`src/rtl/imem_arbiter.sv`:
```
// Single-port instruction-memory access controller: loader writes during BOOT,
// fetch/data reads during RUN, with a starvation counter protecting fetch.
module imem_arbiter #(
    parameter int AW      = 10,
    parameter int MAXWAIT = 3
) (
    input  logic          clk,
    input  logic          reset,
    input  logic          boot_done,
    input  logic          fetch_req,
    input  logic [AW-1:0] fetch_addr,
    output logic          fetch_gnt,
    output logic          fetch_rvalid,
    output logic [31:0]   fetch_rdata,
    input  logic          dat_req,
    input  logic [AW-1:0] dat_addr,
    output logic          dat_gnt,
    output logic          dat_rvalid,
    output logic [31:0]   dat_rdata,
    input  logic          ld_req,
    input  logic [AW-1:0] ld_addr,
    input  logic [31:0]   ld_wdata,
    output logic          ld_gnt,
    output logic          ld_err,
    output logic [AW-1:0] mem_addr,
    output logic          mem_we,
    output logic [31:0]   mem_wd,
    input  logic [31:0]   mem_rd,
    output logic          running
);

    localparam int WW = (MAXWAIT < 1) ? 1 : $clog2(MAXWAIT + 1);

    typedef enum logic {BOOT, RUN} state_t;

    state_t        state, state_nxt;
    logic [WW-1:0] wait_cnt, wait_cnt_nxt;
    logic          starved;

    assign starved = (wait_cnt == WW'(MAXWAIT));
    assign running = (state == RUN);

    // NOTE: every output of this block gets a default before any branch, so
    // no path leaves a signal unassigned and no latch is inferred.
    always_comb begin
        state_nxt    = state;
        wait_cnt_nxt = wait_cnt;
        fetch_gnt    = 1'b0;
        dat_gnt      = 1'b0;
        ld_gnt       = 1'b0;
        mem_addr     = '0;
        mem_we       = 1'b0;
        mem_wd       = '0;
        if (!reset) begin
            case (state)
                BOOT: begin
                    ld_gnt = ld_req;
                    if (ld_req) begin
                        mem_we   = 1'b1;
                        mem_addr = ld_addr;
                        mem_wd   = ld_wdata;
                    end
                    if (boot_done) state_nxt = RUN;
                end
                RUN: begin
                    // Data outranks fetch until fetch has waited MAXWAIT cycles.
                    if (fetch_req && (!dat_req || starved)) begin
                        fetch_gnt = 1'b1;
                        mem_addr  = fetch_addr;
                    end else if (dat_req) begin
                        dat_gnt  = 1'b1;
                        mem_addr = dat_addr;
                    end else begin
                        ld_gnt = ld_req;
                    end
                    if (!fetch_req || fetch_gnt) wait_cnt_nxt = '0;
                    else if (!starved)           wait_cnt_nxt = wait_cnt + 1'b1;
                end
                default: state_nxt = BOOT;
            endcase
        end
    end

    // NOTE: sequential state uses non-blocking assignments so every register
    // samples the pre-edge values regardless of statement order.
    always_ff @(posedge clk) begin
        if (reset) begin
            state    <= BOOT;
            wait_cnt <= '0;
        end else begin
            state    <= state_nxt;
            wait_cnt <= wait_cnt_nxt;
        end
    end

    // Read data is captured only on that port's grant and held until the next one.
    always_ff @(posedge clk) begin
        if (reset) begin
            fetch_rvalid <= 1'b0;
            dat_rvalid   <= 1'b0;
            ld_err       <= 1'b0;
            fetch_rdata  <= '0;
            dat_rdata    <= '0;
        end else begin
            fetch_rvalid <= fetch_gnt;
            dat_rvalid   <= dat_gnt;
            ld_err       <= ld_gnt && (state == RUN);
            if (fetch_gnt) fetch_rdata <= mem_rd;
            if (dat_gnt)   dat_rdata   <= mem_rd;
        end
    end

endmodule
```
`config.mk`:
```
export PLATFORM = sky130hd
export DESIGN_NAME = imem_arbiter
export DESIGN_NICKNAME = d
export VERILOG_FILES = /design/src/rtl/imem_arbiter.sv
export SDC_FILE = /design/constraint.sdc
export NUM_CORES = 1
export LEC_CHECK = 0
export ABC_CLOCK_PERIOD_IN_PS = 2900
export BUFFER_PORTS_ARGS = -buffer_cell sky130_fd_sc_hd__buf_2
export CAP_MARGIN = 10
export CORE_MARGIN = 2
export CORE_UTILIZATION = 45
export CTS_CLUSTER_SIZE = 25
export DETAILED_ROUTE_END_ITERATION = 8
export GPL_ROUTABILITY_DRIVEN = 0
export GPL_TIMING_DRIVEN = 0
export MAX_ROUTING_LAYER = met4
export PLACE_DENSITY = 0.95
export SYNTH_ARGS = -nofsm -noshare
export SYNTH_HDL_FRONTEND = slang
export SYNTH_SLANG_ARGS = --single-unit
```
`constraint.sdc`:
```
create_clock -name clk -period 2.9 [get_ports clk]
set_input_delay 0.58 -clock clk [delete_from_list [all_inputs] [get_ports clk]]
set_output_delay 0.58 -clock clk [all_outputs]
set_load 0.02 [all_outputs]
```
# == Word-level counts from Yosys, hierarchy flattened ==
# Cells that the tools add are included.
# Widths: inputs -> output; s select.
# totals
elab_cells,46
in_bits,100
ff_bits,70
out_inout_bits,114
# op_classes
muxes,28
add_sub_neg,1
bitwise,1
reduce_logical,7
eq_ne,2
# ops
cell,n
$mux 32,3
$mux 10,4
$pmux 10 s2,1
$mux 1,17
$mux 2,2
$add 2x1->2 const B,1
$eq 2x2->1 const B,1
$logic_and 1x1->1,2
$logic_not 1->1,2
$logic_or 1x1->1,2
$ne 2x1->1 const B,1
$pmux 1 s2,1
$reduce_and 2->1,1
$not 1->1,1

# == Depth between registers and ports, before layout ==
# logic_depth
word_depth,9
depth_mapped,6
ltp_nobuf,5

# == Worst setup path before layout ==
# No wires, ideal clock.
# synth_timing
path_type,register to output
start,"reg state, in the netlist running"
end,out mem_addr[0]
t_required_ns,2.320
arrival_ns,1.535
stages_incl_launch_ff,6
path_buffers,1
setup_slack_ns,0.785
cell_sequence,dfxtp_1 > nor2b_4 > nand3_4 > inv_1 > buf_2 > a221o_1
# synth_via
elab_chain_len,3
# synth_lines
item,line,source
"start, declared",36,"state_t state, state_nxt;"
"start signal, assigned",91,state <= state_nxt;
$not 1->1,--,
$pmux 10 s2 (*),55,case (state)
$mux 10 (*),54,if (!reset) begin
"end, declared",25,"output logic [AW-1:0] mem_addr,"
# Mark *: on every way between the ends. The rest lies on a longest branch, timed or not.

# == Worst setup path after layout ==
# layout_timing
start,"reg state, in the netlist running"
end,out mem_addr[1]
# The elaborated chain is that of the path after synthesis.

==> run metrics <==
result of the run=completed; number of nets at the end of the flow=618; number of H-tree branching levels=3; synthesized net count=394; data arrival time of the worst path=2.01 ns; final instance area=4606 µm²; library cell contributing the largest single delay on the critical path=sky130_fd_sc_hd__dfxtp_1; ranking of synthesized cells by area=sky130_fd_sc_hd__dfxtp_1 (44%), sky130_fd_sc_hd__mux2_2 (22%), sky130_fd_sc_hd__nor2b_1 (11%); count of buffer and inverter cells on the critical path=3; placed wire-length estimate after detailed placement=7.598 mm; final antenna diode count=0; worst path cell trace=nor2b_4 -> nand3_4 -> inv_1 -> buf_2 -> a221o_1 -> buf_2; hold buffer count at cts=0; number of synthesized flops with an enable pin=0; initial antenna violation count=0; synthesis-stage register bit count=70; Worst VDD drop=0.5283 mV; leakage power figure=2.567 nW; Die W=88.29 µm; per-cell routed wire length=15.46 µm; maximum buffer depth of the clock tree=2; Area Growth Syn to Fin=44.07%; clock tree from TritonCTS=yes; CP most frequent cell=sky130_fd_sc_hd__buf_2; number of antenna-violating nets in the routed design=0; Commonest cells post-synth=sky130_fd_sc_hd__dfxtp_1 (70), sky130_fd_sc_hd__mux2_2 (63), sky130_fd_sc_hd__nor2b_1 (55); post-route worst setup slack=0.3057 ns; most common flop cell mapped by yosys=sky130_fd_sc_hd__dfxtp_1; post_cts resized=0; full die area=7794 µm²; number of setup buffers added after CTS=0; Placeable Area=6832 µm²; Final Hold Viols=0; WP data required=2.32 ns; proportion of layout cells with a drive suffix above 1=59.20%; ratio of final minimum period to clock period=89.46%; kind of end point of the critical path=output pin; family of cells with the greatest summed delay on the critical path=flip-flops; sum of routed wire length over all layers=9.553 mm; CTS Root Cell=sky130_fd_sc_hd__clkbuf_8; # Max-Cap Violations=0; top-count cell post-synth=sky130_fd_sc_hd__dfxtp_1; post-synth top area cell=sky130_fd_sc_hd__dfxtp_1; total routing resource utilization after global routing=23.34%; Layout Utilization=67.42%; post-synthesis average cell area=10.91 µm²; worst-margin pin slew=0.4593 ns; detailed-route via count=2910; number of standard-cell rows in the floorplan=30; global-route wire length before repair=13.30 mm; sequential element share of the synthesized area=43.84%; global route overflow=0; power density over the cells=484.6 nW/µm²; fraction of registers with async set or reset after synthesis=0%; critical path type=reg2out; initial core utilization=46.79%; count of endpoints failing setup in the final report=0; Max Clock Freq=385.5 MHz; maximum number of pins on one net before global-route repair=13; post-layout minimum cycle time=2.594 ns; count of pins over their slew limit=0; kind of start point of the critical path=register; vertical extent of the die=88.29 µm; cell area after synthesis=3197 µm²; unrepaired setup endpoints after global routing=no; 1st-pass router iterations=4; number of buffers created by CTS=9; path type of the worst min-delay path=in2reg; Placement Cell Area=4383 µm²; vias in the first global route=2852; CTS Sinks=70; source-to-sink clock delay at the later pin of the worst-skew pair=0.33 ns; Worst slew margin=69.38%; critical path's largest stage delay=0.52 ns; routed vias/inst=4.709; synthesis warning total=0; Pwr Total=2.232 mW; PortBufs=213; worst clock skew on the final layout=0.006542 ns; I/O pins=214; drt first-iter violations=61; top fanout value on the critical path=10; Unique masters post-synth=25; DRC violations left=0; clock slew seen by the registers of the worst setup and hold paths=0.07 ns; worst setup timing slack at the placement stage=0.3113 ns; total negative setup slack=0 ns; instance count of the mapped netlist=293; Synth top area share=43.84%
==> metal layers <==
layer  wire, µm  global-route usage [%]
met4         48                   6.336
met1       3587                   23.51
met3        624                   5.504
met5          0                       -
met2       5294                   44.63
==> layout make-up <==
class	instances	area, µm²
plain buffers	19	125.1
clock buffers	10	137.6
repair buffers	213	1066
multi-input cells	200	1655
flip-flops and latches	70	1401
fillers	573	2226
clock inverters	6	85.08
inverters	4	15.01
well taps	96	120.1
==> cell families (layout without fill, tap and decap cells) <==
| logic type | Yosys count | count (layout) | synth area share [%] |
|---|---|---|---|
| and+or+nand+nor | 122 | 122 | 25.24 |
| DFF | 70 | 70 | 43.84 |
| muxes | 64 | 64 | 22.54 |
| buffers and inverters | 23 | 252 | 4.383 |
| AOI/OAI and AO/OA | 13 | 13 | 3.601 |
| adders and majority gates | 1 | 1 | 0.3913 |
==> worst register-to-register path, cell delays in order, from the launching register on <==
cell	delay [ns]
sky130_fd_sc_hd__dfxtp_1	0.52
sky130_fd_sc_hd__nor2b_4	0.28
sky130_fd_sc_hd__nand3_4	0.17
sky130_fd_sc_hd__buf_6	0.20
sky130_fd_sc_hd__mux2_1	0.30
==> registers in the layout, summed over array words and instances (netlist names) <==
name and cells:
ld_err 1, wait_cnt 2, fetch_rvalid 1, running 1, dat_rvalid 1, fetch_rdata 32
dat_rdata 32
==> path summary, 6_finish.rpt <==
kind / slack (ns) / start / to / cells past startpoint
max: 0.31 / running$_SDFF_PP0_ / mem_addr[1] / 6
min reg2reg: 0.49 / wait_cnt[1]$_SDFFE_PP0P_ / wait_cnt[1]$_SDFFE_PP0P_ / 2
min: 0.46 / boot_done / running$_SDFF_PP0_ / 3
max reg2reg: 1.32 / running$_SDFF_PP0_ / dat_rdata[5]$_SDFFE_PP0P_ / 4
==> layout by cell type, fill, tap and decap left out, types with 3 or more instances in the layout <==
master	instances
sky130_fd_sc_hd__inv_1	4
sky130_fd_sc_hd__nand2b_1	3
sky130_fd_sc_hd__nor2_1	3
sky130_fd_sc_hd__dfxtp_1	70
sky130_fd_sc_hd__mux2_2	63
sky130_fd_sc_hd__nor2b_1	55
sky130_fd_sc_hd__and2b_1	10
sky130_fd_sc_hd__clkbuf_8	10
sky130_fd_sc_hd__and2_1	42
sky130_fd_sc_hd__buf_2	219
sky130_fd_sc_hd__a221o_1	10
sky130_fd_sc_hd__clkbuf_1	6
sky130_fd_sc_hd__buf_6	6
==> stage by stage <==
step	hold WS, ns	instances
2_1_floorplan	0.4542	293
3_3_place_gp	0.4614	602
3_5_place_dp	0.4767	602
4_1_cts	0.4429	618
5_1_grt	0.4478	618
6_report	0.4604	618
==> power breakdown <==
group | switching (mW) | internal (mW)
Combinational | 0.195 | 0.163
Clock | 0.355 | 0.505
Sequential | 0.0178 | 0.997
Total | 0.567 | 1.66
Note: power is estimated with default switching activity, not from simulation.
